==> config.mk <==
export PLATFORM = sky130hd
export DESIGN_NAME = sample_serializer
export DESIGN_NICKNAME = d
export VERILOG_FILES = /design/src/rtl/sample_serializer.sv
export SDC_FILE = /design/constraint.sdc
export NUM_CORES = 1
export LEC_CHECK = 0
export CORE_MARGIN = 2
export CORE_UTILIZATION = 40
export CTS_CLUSTER_SIZE = 16
export DETAILED_ROUTE_END_ITERATION = 6
export PLACE_DENSITY = 0.57
export SLEW_MARGIN = 30
export SYNTH_ARGS = -nofsm -noshare
export SYNTH_HDL_FRONTEND = slang
export SYNTH_SLANG_ARGS = --single-unit
==> constraint.sdc <==
create_clock -name i_Clock -period 3.3 [get_ports i_Clock]
set_clock_uncertainty 0.2 [all_clocks]
set_input_delay 0.66 -clock i_Clock [delete_from_list [all_inputs] [get_ports i_Clock]]
set_output_delay 0.66 -clock i_Clock [all_outputs]
set_load 0.01 [all_outputs]
==> src/rtl/sample_serializer.sv <==
// Mixes the per-voice subsample stream into one mono sample, scales and
// saturates it, and streams it left-justified (MSB first) to a stereo DAC
// with the same word in both slots. Sticky flags report stream faults.
module sample_serializer #(
  parameter int VOICES       = 16,
  parameter int ACC_WIDTH    = 20,
  parameter int VOLUME_SHIFT = 4,
  parameter int BCLK_HALF    = 4
) (
  input  logic               i_Clock,
  input  logic               i_Reset,
  input  logic signed [15:0] i_Subsample,
  input  logic               i_SubsampleReady,
  input  logic               i_SampleReady,
  output logic signed [15:0] o_MixedSample,
  output logic               o_MixedValid,
  output logic               o_BitClock,
  output logic               o_LeftRightClock,
  output logic               o_SerialData,
  output logic               o_Overrun,
  output logic               o_Underrun,
  output logic               o_CountError
);

  // One spare bit so an over-long sample never wraps back to a "correct" count.
  localparam int CNT_W = $clog2(VOICES) + 1;
  localparam int DIV_W = (BCLK_HALF > 1) ? $clog2(BCLK_HALF) : 1;

  localparam logic signed [ACC_WIDTH-1:0] SAT_MAX = ACC_WIDTH'(32767);
  localparam logic signed [ACC_WIDTH-1:0] SAT_MIN = ACC_WIDTH'(-32768);

  // Volume scaling is a plain arithmetic shift (truncates toward -inf).
  function automatic logic signed [ACC_WIDTH-1:0] scale(
    input logic signed [ACC_WIDTH-1:0] v
  );
    return v >>> VOLUME_SHIFT;
  endfunction

  // Clamp the scaled sum into the 16-bit signed output range.
  function automatic logic signed [15:0] saturate(
    input logic signed [ACC_WIDTH-1:0] v
  );
    if (v > SAT_MAX) begin
      return 16'sh7FFF;
    end else if (v < SAT_MIN) begin
      return 16'sh8000;
    end
    return v[15:0];
  endfunction

  logic signed [ACC_WIDTH-1:0] acc_p0;
  logic signed [ACC_WIDTH-1:0] sub_ext_p0;
  logic signed [ACC_WIDTH-1:0] sum_p0;
  logic signed [15:0]          mixed_p0;
  logic [CNT_W-1:0]            voice_cnt;
  logic                        close_p0;

  logic signed [15:0]          mixed_p1;
  logic                        vld_p1;

  logic                        pending;
  logic [15:0]                 pend_word;
  logic                        overrun;

  logic [DIV_W-1:0]            div_cnt;
  logic                        div_tc;
  logic                        bclk;
  logic                        bclk_fall;
  logic [4:0]                  bit_idx;
  logic [4:0]                  bit_next;
  logic                        frame_load;
  logic [15:0]                 frame_word;
  logic [15:0]                 tx_word;
  logic                        lrclk;
  logic                        sdata;
  logic                        underrun;
  logic                        count_err;

  // ---- stage p0: accumulate the incoming subsample ----
  assign sub_ext_p0 = {{(ACC_WIDTH-16){i_Subsample[15]}}, i_Subsample};
  assign sum_p0     = acc_p0 + sub_ext_p0;
  assign close_p0   = i_SubsampleReady & i_SampleReady;
  assign mixed_p0   = saturate(scale(sum_p0));

  // Running sum and voice count; both clear on the closing subsample so the
  // next sample period can start on the very next cycle.
  always_ff @(posedge i_Clock) begin
    if (i_Reset) begin
      acc_p0    <= '0;
      voice_cnt <= '0;
    end else if (i_SubsampleReady) begin
      if (i_SampleReady) begin
        acc_p0    <= '0;
        voice_cnt <= '0;
      end else begin
        acc_p0    <= sum_p0;
        voice_cnt <= (voice_cnt == '1) ? voice_cnt : voice_cnt + 1'b1;
      end
    end
  end

  // Sticky flag: a sample closed with the wrong number of voices.
  always_ff @(posedge i_Clock) begin
    if (i_Reset) begin
      count_err <= 1'b0;
    end else if (close_p0 && (voice_cnt != CNT_W'(VOICES - 1))) begin
      count_err <= 1'b1;
    end
  end

  // ---- stage p1: registered mixed sample ----
  // Parallel debug output of the mixed sample with a one-cycle valid pulse.
  always_ff @(posedge i_Clock) begin
    if (i_Reset) begin
      mixed_p1 <= '0;
      vld_p1   <= 1'b0;
    end else begin
      vld_p1 <= close_p0;
      if (close_p0) begin
        mixed_p1 <= mixed_p0;
      end
    end
  end

  // Bit-clock divider: toggles the bit clock every BCLK_HALF cycles.
  assign div_tc    = (div_cnt == DIV_W'(BCLK_HALF - 1));
  assign bclk_fall = div_tc & bclk;
  assign bit_next  = bit_idx + 5'd1;
  assign frame_load = bclk_fall & (bit_next == 5'd0);
  // A frame starting now takes the pending word if there is one; a sample
  // arriving on this same edge only becomes the next pending word.
  assign frame_word = (frame_load && pending) ? pend_word : tx_word;

  always_ff @(posedge i_Clock) begin
    if (i_Reset) begin
      div_cnt <= '0;
      bclk    <= 1'b0;
    end else if (div_tc) begin
      div_cnt <= '0;
      bclk    <= ~bclk;
    end else begin
      div_cnt <= div_cnt + 1'b1;
    end
  end

  // Single-entry holding buffer between the mixer and the serializer.
  always_ff @(posedge i_Clock) begin
    if (i_Reset) begin
      pending   <= 1'b0;
      pend_word <= '0;
      overrun   <= 1'b0;
    end else if (close_p0) begin
      pend_word <= mixed_p0;
      pending   <= 1'b1;
      if (pending && !frame_load) begin
        overrun <= 1'b1;
      end
    end else if (frame_load && pending) begin
      pending <= 1'b0;
    end
  end

  // Serial shifter: all DAC lines change on bit-clock falling edges only.
  always_ff @(posedge i_Clock) begin
    if (i_Reset) begin
      bit_idx  <= 5'd31;
      tx_word  <= '0;
      lrclk    <= 1'b0;
      sdata    <= 1'b0;
      underrun <= 1'b0;
    end else if (bclk_fall) begin
      bit_idx <= bit_next;
      lrclk   <= bit_next[4];
      sdata   <= frame_word[4'd15 - bit_next[3:0]];
      if (frame_load) begin
        tx_word <= frame_word;
        if (!pending) begin
          underrun <= 1'b1;
        end
      end
    end
  end

  assign o_MixedSample    = mixed_p1;
  assign o_MixedValid     = vld_p1;
  assign o_BitClock       = bclk;
  assign o_LeftRightClock = lrclk;
  assign o_SerialData     = sdata;
  assign o_Overrun        = overrun;
  assign o_Underrun       = underrun;
  assign o_CountError     = count_err;

endmodule
# Yosys cells after proc, flatten, opt, wreduce, memory -nomap -nowiden
# Cells that the tools add are included.
classes:
  muxes: 13
  reduce_logical: 11
  magnitude_cmp: 3
  n_shift: 0
  n_eq_ne: 4
  n_addsub: 5
  div_mod_pow: 0
  multipliers: 0
  n_bitwise: 5
ops:
  columns: ["op", "n"]
  rows:
  - ["two-way mux 16 bit", 4]
  - ["adder 20 x 16 -> 20 bit", 1]
  - ["two-way mux 20 bit", 1]
  - ["greater-than comparator 16 bit, second input constant", 1]
  - ["less-than comparator 16 bit, second input constant", 1]
  - ["adder 5 x 1 -> 5 bit, second input constant", 2]
  - ["two-way mux 5 bit", 2]
  - ["AND reduction 2 bit", 3]
  - ["== test 5 bit, second input constant", 1]
  - ["logical NOT 5 bit", 1]
  - ["less-than comparator 4 x 5 -> 1 bit, second input constant", 1]
  - ["two-way mux 1 bit", 5]
  - ["!= test 5 x 4 -> 1 bit, second input constant", 1]
  - ["binary-select mux 1 bit (select 4 bit)", 1]
  - ["subtractor 4 bit, first input constant", 1]
  - ["AND 1 bit", 3]
  - ["logical AND 1 bit", 3]
  - ["AND reduction 3 bit", 1]
  - ["adder 2 x 1 -> 2 bit, second input constant", 1]
  - ["== test 2 bit, second input constant", 1]
  - ["!= test 2 bit, second input constant", 1]
  - ["inverter 1 bit", 2]
  - ["nonzero test 2 bit", 1]
  - ["OR reduction 2 bit", 1]
  - ["logical NOT 1 bit", 1]
totals:
  latch_bits: 0
  out_inout_bits: 23
  wordCells: 55
  mem_count: 0
  ff_bits: 72
  ramBits: 0
  rom_bits: 0
  inputBits: 20

# Logic depth before layout (Yosys ltp)
# Gate-level depths: netlist of run 1.
depth:
  depth_word: 7
  mapped_depth: 10
  mapped_depth_nobuf: 9

# Least setup slack after synthesis of run 1
# Ideal clock, no wire load.
synth_path:
  path_type: "input -> register"
  from: "input i_Subsample[0]"
  to: "register acc_p0[8]"
  arrival_ns: 2.606
  path_slack_ns: 0.377
  setup_ns: 0.117
  stages: 9
  required_ns: 2.983
  path_buffers: 0
  cell_sequence: "ha_1 > fa_1 > a21o_1 > a21o_1 > a21o_1 > a2111oi_0 > nor3_1 > xnor2_1 > a22o_1"
synth_between:
  elab_chain_cells: 2
synth_lines:
  columns: ["element", "line_no", "rtl"]
  rows:
  - ["start: declaration", "12", "input logic signed [15:0] i_Subsample,"]
  - ["adder 20 x 16 -> 20 bit", "81", "assign sum_p0 = acc_p0 + sub_ext_p0;"]
  - ["two-way mux 20 bit", "92", "if (i_SampleReady) begin"]
  - ["end signal: assignment", "96", "acc_p0 <= sum_p0;"]
  - ["end: declaration", "51", "logic signed [ACC_WIDTH-1:0] acc_p0;"]
# Every way passes these cells.
# A chain may end at the register's enable or synchronous reset.

# Final worst setup path of run 1
# Ends and elaborated chain as after synthesis.

==> metrics.txt, run 1 <==
hold crit path type reg2reg; Post-synth top flop dfxtp_1; maximum vdd drop 0.203 mV; Pleak 2.06 nW; async set-or-reset flop fraction in the synthesized netlist 0; Total Power 2.06 mW; worst hold path endpoint div_cnt[0]; io pins 43; NetSw 544 uW; Final Max Slew Viols 0; worst hold start div_cnt[0]; status finished, final reports clean; RSZ-0062 raised after global routing no; DRT Wirelength 8.90 mm; final setup fails 0; Yosys reg bits 72; Residual DRC 0; sequential-to-total area share from yosys stat 0.371; R2R depth 9; most common cell after layout, fill and taps aside dfxtp_1; met1 Usage GRT 0.235; GPL Wtd Cong 0.926; Post CTS Setup Buffer Count 0; most used routing layer met2; Num CTS Buffers 9; Power Density 441 mW/mm^2; clock power share 0.380; Final Hold Viols 0; Post-Syn Area per Cell 9.14 sq um; sequential group share of total power 0.453; hold slack 0.234 ns; die height 103 um; Setup crit end kind flop; commonest non-fill, non-tap cells in the layout dfxtp_1, nor2_1, clkdlybuf4s50_1; post-cts repair resize count 0; Worst-Skew Late Latency 0.34 ns; Worst Tran Pin Value 0.813 ns; clock root buffer clkbuf_8; CP Max Fanout 2; clock sink count 72; FMAX 318 MHz; Worst setup SP type input port; post-synth cell types 58; First-pass DRT Iterations 4; Final period util 0.954; relative slew slack 0.454; CTS tree yes; crit path time final 3.15 ns; WP data required 3.33 ns; vias in the first global route 3046; largest net degree at the start of global routing 32; Antenna Nets Post-Route 0; Critical R2R Capture acc_p0[8]; HPWL after detailed placement 6.50 mm; EDFF count, synth 0; setup TNS 0 ns; hold_buf cts 0; total number of yosys warnings 0; Die X-Extent 103 um; met2 usage 0.291; Layout Area Growth over Synthesis 20.3%; GRT overflow 0; cell count after synthesis 425; WP data arrival 3.18 ns; num rows 35; layout cells sized above 1 0.0917; die area 0.0105 sq mm; vias 3209; MaxCap Viol Count 0; initial antenna violation count 0; # diodes 0; CTS max path bufs 2; Worst R2R Setup Slack 0.59 ns; worst r2r src acc_p0[0]; global-route wire length before repair 14.8 mm; Final nets 522; syn nets 471; vias per cell 5.27; gr usage total 0.180; DR iter-0 viols 192; mapped cell area 0.00388 sq mm; WHS Path Cells 1; critical path class in2reg; Switching Fraction 0.264; Initial Utilization 0.416; Pint 1.52 mW; I/O Buffers 42; CTS H-tree depth 3; met3 usage 0.0386; clock-pin slew on the worst setup and hold paths 0.08 ns; core area 0.00933 sq mm; combinational fraction of design power 0.167; wire length per cell 14.6 um
==> logic make-up (layout without fill, tap and decap cells) <==
| group | count (synthesis) | in the layout | synth area share |
|---|---|---|---|
| multiplexers | 21 | 21 | 0.0609 |
| adder cells (fa/ha/maj) | 26 | 26 | 0.0857 |
| AO/OA/AOI/OAI | 115 | 115 | 0.203 |
| AND/OR/NAND/NOR | 138 | 138 | 0.178 |
| buffers and inverters | 30 | 85 | 0.0457 |
| XOR/XNOR | 23 | 23 | 0.0554 |
| flip-flops | 72 | 72 | 0.371 |
==> power by group through the flow <==
stage,clock (mW),combinational [mW],sequential (mW)
after floorplan,0,0.209,0.954
after global placement,0,0.338,0.955
after detailed placement,0,0.342,0.955
after CTS,0.809,0.344,0.935
after global routing,0.846,0.382,0.940
final,0.783,0.345,0.935
==> worst max-delay path by stage <==
stage | to | slack, ns | depth (start not counted) | from
final | acc_p0[8] | 0.15 | 10 | i_Subsample[0]
after CTS | acc_p0[8] | 0.15 | 10 | i_Subsample[0]
after floorplan | acc_p0[8] | 0.38 | 9 | i_Subsample[0]
after global placement | acc_p0[8] | -0.16 | 10 | i_Subsample[0]
after global routing | pend_word[4] | 0.06 | 10 | i_Subsample[0]
after detailed placement | acc_p0[8] | -0.21 | 10 | i_Subsample[0]
==> critical path, stage by stage <==
cell and delay [ns]:
clkdlybuf4s50_1 0.41, ha_1 0.24, fa_1 0.39, a21o_1 0.17
a21o_1 0.19, a21o_1 0.19, a2111oi_0 0.43, nor3_1 0.14
xnor2_1 0.16, a22o_1 0.20
==> through the flow <==
stage               cell area (sq um)  cells  setup WS (ns)   util
floorplan                        3880    425          0.377      -
global placement                 4450    594         -0.159  0.477
detailed placement               4450    594         -0.207  0.477
CTS                              4670    609          0.148  0.501
global route                     4670    609         0.0578  0.501
finish                           4670    609          0.151  0.501
==> cell usage after synthesis (2+ instances only) <==
cell type  count  area (sq um)
mux2i_1       18           180
o31ai_1        3          22.5
dfxtp_1       72          1440
o211ai_1       3          22.5
or3_1          2          12.5
nor2_1        48           180
inv_1         11          41.3
a22o_1        20           175
nor4_1         3          18.8
nand4_1        5          31.3
o21ai_1       10          50.1
nor3_1         7          35.0
nor3b_1        3          22.5
a22oi_1        3          22.5
o21bai_1       3          22.5
ha_1          25           313
nand3b_1       5          37.5
buf_6          5          56.3
a211oi_1       2          15.0
xnor2_1       11          96.3
mux2_4         2          30.0
and2_1         3          18.8
o21a_1         5          37.5
and2b_2        2          17.5
xor2_1        11          96.3
o21ai_0        7          35.0
a221oi_2       2          30.0
nand2b_1       7          43.8
nand2_1       28           105
a21o_1         8          60.1
nand3_1        6          30.0
nor2b_1       12          75.1
clkbuf_1      11          41.3
o221ai_1       3          26.3
a21oi_1       31           155
o22ai_1        3          18.8
a31oi_1        4          25.0
==> metal layers <==
metal | routed length, um | vias up
li1 | - | 1634
met1 | 4380 | 1496
met2 | 4070 | 60
met3 | 292 | 19
met4 | 159 | 0
met5 | 0 | -
==> flip-flops by register name, summed over array words and instances (netlist names) <==
signal	count
div_cnt	2
pending	1
o_MixedValid	1
o_BitClock	1
acc_p0	20
o_CountError	1
o_Overrun	1
voice_cnt	5
o_Underrun	1
bit_idx	5
o_LeftRightClock	1
o_SerialData	1
tx_word	16
pend_word	16
==> final cells by class <==
class	instances	area (sq um)
inverters	11	41.3
flip-flops and latches	72	1440
clock buffers	11	141
repair buffers	59	543
multi-input cells	323	2270
clock inverters	4	77.6
well taps	129	161
fillers	880	4660
No activity file was read; power rests on OpenSTA's default activity.
==> run 2, diff against run 1 <==
--- a/config.mk
+++ b/config.mk
@@ -5,7 +5,6 @@
 export SDC_FILE = /design/constraint.sdc
 export NUM_CORES = 1
 export LEC_CHECK = 0
-export CORE_MARGIN = 2
 export CORE_UTILIZATION = 40
 export CTS_CLUSTER_SIZE = 16
 export DETAILED_ROUTE_END_ITERATION = 6
==> run 2 against run 1 <==
  * Design area increased by 0.21%
  * Die area decreased by 3.9%
  * Global-route usage increased by 0.44 points
  * Critical path type unchanged
  * Combinational power decreased by 2%
  * Hold slack about the same
  * Clock-buffer cell count decreased by 1
  * Sequential cell count unchanged
==> metrics.txt, run 2 (same netlist as run 1, synthesis figures left out) <==
clock-pin slew on the worst setup and hold paths 0.08 ns (about the same); Final nets 522 (unchanged); gr usage total 0.184 (+0.00444); relative slew slack 0.459 (+0.00449); Placed Instance Area 0.00445 sq mm (unchanged); post-cts repair resize count 0 (unchanged); First-pass DRT Iterations 4 (unchanged); vias 3179 (-0.93%); fin util 0.502 (+0.00107); critical-path cell list clkdlybuf4s50_1 > ha_1 > fa_1 > a21o_1 > a21o_1 > a21o_1 > a2111oi_0 > nor3_1 > xnor2_1 > a22o_1; critical path class in2reg; vias per cell 5.21 (-1.1%); Worst Tran Pin Value 0.806 ns (-0.00669 ns); Post CTS Setup Buffer Count 0 (unchanged); Worst-Skew Late Latency 0.34 ns (about the same); Worst setup SP type input port; CTS tree yes; Top Registers acc_p0 (20), pend_word (16), tx_word (16); Final period util 0.946 (-0.00836); clock sink count 72 (unchanged); top layer in use met4; clock root buffer clkbuf_8; RSZ-0062 raised after global routing no; Final Max Slew Viols 0 (unchanged); initial antenna violation count 0 (unchanged); Num CTS Buffers 9 (unchanged); core area 0.00933 sq mm (unchanged); most common cell after layout, fill and taps aside dfxtp_1; Setup crit end kind flop; DRT Wirelength 8.66 mm (-2.7%); global-route wire length before repair 14.5 mm (-1.9%); CP Max Fanout 2 (unchanged); status finished, final reports clean; most used cell, CP a21o_1; CTS max path bufs 2 (unchanged); final setup fails 0 (unchanged); GRT overflow 0 (unchanged); DR iter-0 viols 142 (-26%); CTS H-tree depth 3 (unchanged); pre-CTS setup slack -0.209 ns (-0.00194 ns); maximum vdd drop 0.238 mV (+17%); Layout Area Growth over Synthesis 20.5%; io pins 43 (unchanged); Max stage delay on crit path 0.42 ns (about the same); Pleak 2.07 nW (+0.33%); Initial Utilization 0.416 (unchanged); Antenna Nets Post-Route 0 (unchanged); Die X-Extent 101 um (-2.0%); WP data required 3.34 ns (about the same); num rows 35 (unchanged); Power Density 444 mW/mm^2 (+0.58%); largest net degree at the start of global routing 32 (unchanged); vias in the first global route 3025 (-0.69%); layout cells sized above 1 0.0956 (+0.00397); GPL Wtd Cong 0.886 (-4.3%); fin worst setup slack 0.179 ns (+0.0276 ns); wire length per cell 14.2 um (-2.8%); commonest non-fill, non-tap cells in the layout dfxtp_1, nor2_1, clkdlybuf4s50_1; MaxCap Viol Count 0 (unchanged); FMAX 320 MHz (+0.88%); max reg flops 20 (unchanged); crit path time final 3.12 ns (-0.0276 ns); Met2 Wirelength 4.16 mm (+2.2%); Design Area, Final 0.00468 sq mm (+0.21%); # diodes 0 (unchanged); Largest Register acc_p0; critical path's slowest cell a2111oi_0; WP data arrival 3.16 ns (-0.02 ns); die height 101 um (-2.0%); die area 0.0101 sq mm (-3.9%); hold crit path type reg2reg; wire length on met1 4.13 mm (-5.8%); hold slack 0.234 ns (-0.000334 ns); Residual DRC 0 (unchanged); I/O Buffers 42 (unchanged); HPWL after detailed placement 6.49 mm (about the same); met3 WL 298 um (+2.1%); hold_buf cts 0 (unchanged); Final Hold Viols 0 (unchanged)
==> run 2: cell types whose count changed in the layout (fill, tap and decap cells not counted), sizes merged <==
| cell | delta |
|---|---|
| clkinv | +2 |
| clkbuf | -1 |
==> run 2: per-layer routing <==
layer	global-route usage	up-vias
met3	0.0479	7
met1	0.228	1487
met4	0.0491	0
met2	0.317	46
met5	0	-
li1	-	1639
==> run 2: worst max-delay path, delay by kind of cell <==
family	cells	cell delay, ns
compound gates	5	1.18
buf+inv	1	0.41
simple gates	1	0.14
fa+ha+maj	2	0.62
xor+xnor	1	0.16
==> run 2: layout make-up <==
class / instances / area, sq um
clock buffer: 10 / 138
clock inverter: 6 / 91.3
fill: 895 / 4650
inverter: 11 / 41.3
multi-input combinational: 323 / 2270
sequential: 72 / 1440
tap: 129 / 161
timing repair buffer: 59 / 543
==> run 2: path summary, 6_finish.rpt <==
path / from / end / slack, ns / cells after the start
worst max register to register: acc_p0[0] / pend_word[4] / 0.62 / 9
worst min-delay path: div_cnt[0] / div_cnt[0] / 0.23 / 1
worst max-delay path: i_Subsample[0] / pend_word[4] / 0.18 / 10
worst min register to register: div_cnt[0] / div_cnt[0] / 0.23 / 1
==> run 2: metrics by stage <==
step                      instances  power (mW)  TNS [ns]
after CTS                       610        2.11         0
after floorplan                 425        1.16         0
after global routing            610        2.19         0
after global placement          594        1.29    -0.601
final                           610        2.08         0
after detailed placement        594        1.29    -0.722
==> run 2: power breakdown <==
| part | leakage [nW] | switching, mW | internal, mW |
|---|---|---|---|
| clock network | 0.117 | 0.354 | 0.451 |
| registers | 0.586 | 0.0292 | 0.906 |
| logic | 1.37 | 0.174 | 0.165 |
